File: config.mk
export PLATFORM = sky130hd
export DESIGN_NAME = matrix_wb_sequencer
export DESIGN_NICKNAME = d
export VERILOG_FILES = /design/src/rtl/matrix_wb_sequencer.sv
export SDC_FILE = /design/constraint.sdc
export NUM_CORES = 1
export LEC_CHECK = 0
export ABC_AREA = 1
export CORE_ASPECT_RATIO = 2
export CORE_MARGIN = 4
export CORE_UTILIZATION = 50
export DETAILED_ROUTE_END_ITERATION = 10
export DONT_BUFFER_PORTS = 1
export GPL_TIMING_DRIVEN = 0
export PLACE_DENSITY = 0.76
export SLEW_MARGIN = 5
export SYNTH_ARGS = -nofsm -noshare
export SYNTH_HDL_FRONTEND = slang
export SYNTH_SLANG_ARGS = --single-unit
File: constraint.sdc
create_clock -name CLK -period 2.45 [get_ports CLK]
set_clock_uncertainty 0.2 [all_clocks]
set_input_delay 0.49 -clock CLK [delete_from_list [all_inputs] [get_ports CLK]]
set_output_delay 0.49 -clock CLK [all_outputs]
set_load 0.03 [all_outputs]
File: src/rtl/matrix_wb_sequencer.sv
// matrix_wb_sequencer: drains a packed matrix-multiply result vector into the
// register file one element per cycle, arbitrating the register-file write port
// against the normal MEM/WB write-back and tracking registers still awaiting a
// matrix write so the hazard unit can stall dependent reads.
//
// Ports:
//   CLK, reset                       clock, synchronous active-high reset
//   res_valid/res_ready              result-vector capture handshake
//   res_data, res_base               packed elements and destination of element 0
//   pipe_write/destreg/wrtdata       normal MEM/WB write-back request
//   write_out/destreg_out/wrtdata_out register-file write port (combinational)
//   wb_stall                         MEM/WB write was not performed this cycle
//   rd_addr1/rd_addr2, rd_pending    decode-stage hazard query (combinational)
//   busy                             drain in progress
//   done                             registered pulse after the last element commits
module matrix_wb_sequencer #(
  parameter int unsigned DATA_W      = 8,
  parameter int unsigned ELEMS       = 4,
  parameter int unsigned AW          = 3,
  parameter int unsigned PRIO_MATRIX = 1
) (
  input  logic                    CLK,
  input  logic                    reset,
  input  logic                    res_valid,
  output logic                    res_ready,
  input  logic [DATA_W*ELEMS-1:0] res_data,
  input  logic [AW-1:0]           res_base,
  input  logic                    pipe_write,
  input  logic [AW-1:0]           pipe_destreg,
  input  logic [DATA_W-1:0]       pipe_wrtdata,
  output logic                    write_out,
  output logic [AW-1:0]           destreg_out,
  output logic [DATA_W-1:0]       wrtdata_out,
  output logic                    wb_stall,
  input  logic [AW-1:0]           rd_addr1,
  input  logic [AW-1:0]           rd_addr2,
  output logic                    rd_pending,
  output logic                    busy,
  output logic                    done
);

  localparam int unsigned NREG = 1 << AW;
  localparam int unsigned IW   = (ELEMS > 1) ? $clog2(ELEMS) : 1;
  localparam int unsigned VW   = DATA_W * ELEMS;

  typedef enum logic {IDLE = 1'b0, DRAIN = 1'b1} state_t;

  state_t            state_q, state_d;
  logic [IW-1:0]     idx_q;
  logic [VW-1:0]     data_q;
  logic [AW-1:0]     base_q;
  logic [AW-1:0]     elem_addr;
  logic [DATA_W-1:0] elem_data;
  logic [NREG-1:0]   pending_q, pending_d, set_mask, clr_mask;
  logic              capture, commit, last;

  // Current element and its wrapped destination register
  assign elem_addr = base_q + AW'(idx_q);
  assign elem_data = DATA_W'(data_q >> (32'(idx_q) * DATA_W));
  assign last      = (idx_q == IW'(ELEMS - 1));

  assign res_ready  = (state_q == IDLE);
  assign busy       = (state_q == DRAIN);
  assign capture    = res_ready && res_valid;
  assign rd_pending = pending_q[rd_addr1] | pending_q[rd_addr2];

  // Registers claimed by a newly captured vector
  always_comb begin
    set_mask = '0;
    for (int unsigned k = 0; k < ELEMS; k++) begin
      set_mask[res_base + AW'(k)] = 1'b1;
    end
  end

  // A pending bit stays set through its write cycle and clears on the commit edge
  assign clr_mask  = commit ? (NREG'(1) << elem_addr) : '0;
  assign pending_d = (pending_q & ~clr_mask) | (capture ? set_mask : '0);

  // Next state and write-port arbitration
  always_comb begin
    state_d     = state_q;
    write_out   = pipe_write;
    destreg_out = pipe_destreg;
    wrtdata_out = pipe_wrtdata;
    wb_stall    = 1'b0;
    commit      = 1'b0;
    case (state_q)
      IDLE: begin
        if (res_valid) state_d = DRAIN;
      end
      DRAIN: begin
        if ((PRIO_MATRIX != 0) || !pipe_write) begin
          write_out   = 1'b1;
          destreg_out = elem_addr;
          wrtdata_out = elem_data;
          wb_stall    = (PRIO_MATRIX != 0) && pipe_write;
          commit      = 1'b1;
          if (last) state_d = IDLE;
        end
      end
      default: state_d = IDLE;
    endcase
  end

  // State, vector capture, element index, pending set and completion pulse
  always_ff @(posedge CLK) begin
    if (reset) begin
      state_q   <= IDLE;
      idx_q     <= '0;
      data_q    <= '0;
      base_q    <= '0;
      pending_q <= '0;
      done      <= 1'b0;
    end else begin
      state_q   <= state_d;
      pending_q <= pending_d;
      done      <= commit && last;
      if (capture) begin
        data_q <= res_data;
        base_q <= res_base;
        idx_q  <= '0;
      end else if (commit) begin
        idx_q <= idx_q + IW'(1);
      end
    end
  end

endmodule

After elaboration in Yosys (flattened, before gate mapping)
Cells that the tools add are included.

Flip-flop bits (word level): 47.

Add/sub/neg operators: 5. $lt $le $gt $ge: 10. Equal/unequal tests: 1. Shift operators: 2. Muxes and demuxes: 22. Bitwise operators: 8. Reductions and logical operators: 7.

Operators with widths (count): $or A8 B8 Y8 (4); $shr A32 B5 Y8 (1); $lt A3 B4 Y1 const B (6); $mux W8 (3); $demux W1 S3 (4); $ge A3 B1 Y1 const B (4); $mux W1 (11); $and A8 B8 Y8 (1); $not A8 Y8 (1); $shl A1 B3 Y8 const A (1); $add A3 B2 Y3 const B (2); $bmux W1 S3 (2); $logic_and A1 B1 Y1 (6); $add A3 B1 Y3 const B (1); $add A3 B2 Y3 (1); $mux W3 (1); $add A2 B1 Y2 const B (1); $eq A2 B2 Y1 const B (1); $pmux W1 S2 (1); $reduce_or A2 Y1 (1); $not A1 Y1 (1); $or A1 B1 Y1 (1).

Longest topological paths before layout
Depth after elaboration: 10. Depth in mapped cells: 9.

Worst setup path before layout
No wires, ideal clock.

Kind: register to output. Start point: register idx_q[1]. End point: output destreg_out[1]. Arrival time: 1815 ps. Required time: 1760 ps. Setup slack: -55 ps. Stages on the path, launching flop included: 5. Cells stage by stage: dfxtp_1 -> buf_2 -> inv_2 -> fa_1 -> o21ai_0.

Cells in the longest elaborated chain, start to end: 2.

RTL lines: start, declared (line 49) `logic [IW-1:0] idx_q;`; start signal, assigned (line 123) `idx_q <= idx_q + IW'(1);`; $add A3 B2 Y3 (line 58) `assign elem_addr = base_q + AW'(idx_q);`; $mux W3 (line 87) `case (state_q)`; end, declared (line 32) `output logic [AW-1:0] destreg_out,`.

No other way between the ends.

Worst setup path after layout
Start point: register idx_q[0]. End point: output wrtdata_out[4].

Cells in the longest elaborated chain, start to end: 2.

RTL lines: $shr A32 B5 Y8 (line 59) `assign elem_data = DATA_W'(data_q >> (32'(idx_q) * DATA_W));`; $mux W8 (line 87); end, declared (line 33) `output logic [DATA_W-1:0] wrtdata_out,`.

No other way between the ends.

==> results.toml <==
[placed_design]
place_inst = 427
dp_hpwl_um = 5220
placement.io_buffers = 0
gpl.final_weighted_congestion = 0.838
post-place-ws_ns = -0.0585

[power_and_ir_drop]
peakVddDrop_uv = 666
total_switching_power_w = 0.000558
design_power_total_w = 0.00170
p_int_w = 0.00114
p_per_area_mw_per_mm2 = 609
power.combinational.fraction = 0.238
sw_frac_of_total = 0.328
share_seq_of_total_power = 0.497
clkPwrFrac = 0.265
leakage_power_summed_over_all_cells_nw = 1.09

[cells_and_area]
layoutNonFillerInstCount = 436
nNetsFinal = 439
layout-drive-gt1-share = 0.140
antenna_cells_inserted = 0
most-common-layout-cells = "94 x nand2_1, 49 x nor2_1, 45 x a21oi_1"
syn_to_final_growth_pct = 11.7
filler_cell_count = 483
mostFrequentLayoutCell = "nand2_1"

[synthesis]
synth_warnings = 0
syn-num-nets = 431
postSynthCellCount = 370
synth.lib_cells_used.distinct = 26
sequential_fraction_of_the_synthesis_area = 0.376
post_synth_design_cell_area_sq_mm = 0.00250
syn-mean-instance-area_sq_um = 6.76
postSynth.asyncResetShare = 0
prevailing_post_synth_register_cell = "dfxtp_1"
synth-seq-cells = 47
number_of_enable_flip_flop_cells_after_synthesis = 0

[cts]
cts_inserted_buffers = 5
clock_tree_from_tritoncts = "built"
clock-root-buffer = "clkbuf_8"
clock-sinks = 47
insertion_delay_ns = 0.30
cts_buffer_depth = 2
post_cts_hold_buffer_count = 0
h_tree_lvl_count = 2
cts.clk_slew.worst_paths_ns = 0.09

[critical_path]
setup.worst_path.class = "reg -> out"
cp-end-kind = "output pin"
critPathLaunchType = "flop"
timing.critical_path.fanout_max = 10
signal_arrival_time_at_the_worst_endpoint_ns = 1.68
timing.critical_path.required_ns = 1.76

[floorplanning]
core_sq_mm = 0.00486
start_util = 0.514
count_of_boundary_i_o_pins = 73
design.die.area_sq_mm = 0.00626
die_width_um = 58
core.rowCount = 36
die_height_um = 108

[grt]
grt_remaining_overflow = 0
antenna_found_initial = 0
grt_start_max_net_pins = 15
grt_use_total = 0.227
grt_pass1_vias = 2389
wire_length_of_the_first_global_routing_pass_um = 10900

[routing]
drtPass1Iterations = 4
drt.antenna.violating_nets = 0
post_drt_via_cell_ratio = 5.63
drc = 0
dr_total_vias = 2456
avgRoutedWirePerCell_um = 15.7
routed_wirelength_um = 6840
drt_first_iter_violations = 98

[run]
max_cap_viol_count = 0

[timing]
worst_hold_slack_ns = 0.128
final-max-slew-violation-count = 0
timing.slew.headroom = 0.605
total_neg_setup_slack_ns = 0
clock_period_minus_worst_slack_ns = 2.37
final_critical_path_setup_slack_ns = 0.0805
tightestPinTransition_ns = 0.589
final-setup-viol-count = 0
finalHoldViolations = 0
timing.fmax_ghz = 0.422
final_min_period_over_clock_period = 0.967

[min_path]
worstHoldPathType = "in -> reg"

[outcome]
run_status = "finished clean"
[per-stage QoR]
step,cell area [sq um],util
after global placement,2570,0.529
after global routing,2790,0.574
after CTS,2740,0.563
after floorplan,2500,-
final,2790,0.574
after detailed placement,2570,0.529
[area by class of cell]
type                            count  area, sq um  area share
Sequential cell                    47          947       0.339
Buffer                             21          143      0.0511
Inverter                           23         91.3      0.0327
Timing Repair Buffer                1         7.51     0.00269
Multi-Input combinational cell    279         1450       0.519
Clock buffer                        5         68.8      0.0247
Clock inverter                      3         15.0     0.00538
Tap cell                           57         71.3      0.0255
[path summary, 6_finish.rpt]
kind,start,end,slack [ns],cells past startpoint
max,idx_q[0],wrtdata_out[4],0.08,5
min,res_data[15],data_q[15],0.13,2
max reg2reg,idx_q[1],pending_q[0],0.39,8
min reg2reg,data_q[31],data_q[31],0.27,2
[power by group through the flow]
| stage | clock [W] | combinational (W) | sequential [W] |
|---|---|---|---|
| floorplan | 0 | 0.000301 | 0.000850 |
| global placement | 0 | 0.000356 | 0.000861 |
| detailed placement | 0 | 0.000363 | 0.000861 |
| CTS | 0.000460 | 0.000387 | 0.000844 |
| global route | 0.000499 | 0.000451 | 0.000850 |
| finish | 0.000450 | 0.000405 | 0.000844 |
[sequential cells by signal (all words and copies together), names as in the netlist]
signal	cells
base_q	3
busy	1
data_q	32
done	1
idx_q	2
pending_q	8
[per-layer routing]
layer	up-vias	global-route usage	share of wire
li1	1235	-	-
met1	1117	0.230	0.35
met2	87	0.439	0.58
met3	17	0.0382	0.042
met4	0	0.0896	0.033
met5	-	0	0
[cells in the mapped netlist (3+ instances only)]
library cell,count,area [sq um]
inv_2,5,18.8
o211ai_1,4,30.0
buf_2,9,45.0
clkbuf_1,4,15.0
a21oi_1,45,225
buf_4,5,37.5
nand3_1,29,145
ha_1,4,50.1
dfxtp_1,47,941
buf_6,3,33.8
a31oi_1,8,50.1
inv_1,17,63.8
nand2_1,96,360
o21ai_0,30,150
nor2_1,49,184
[critical path, stage by stage, from the launching register on]
cell,delay (ns)
dfxtp_2,0.35
buf_4,0.17
inv_2,0.11
buf_4,0.18
o21ai_0,0.13
a31oi_2,0.45
[cell families after synthesis]
kind of cell    count (synthesis)  share of synthesized area
fa+ha+maj                       5                     0.0280
buf+inv                        44                     0.0881
xor+xnor                        3                     0.0165
flops                          47                      0.376
simple gates                  179                      0.290
compound gates                 92                      0.201
[what timing repair did]
action | CTS | global route
endpoints found under the hold margin | 0 | 0
pin swaps | 1 | 2
endpoints found under the setup margin | 11 | 7
gates resized for setup | 17 | 16
setup buffers | 1 | 0
cloned | 0 | 0
Power figures use the tool's default switching activity.
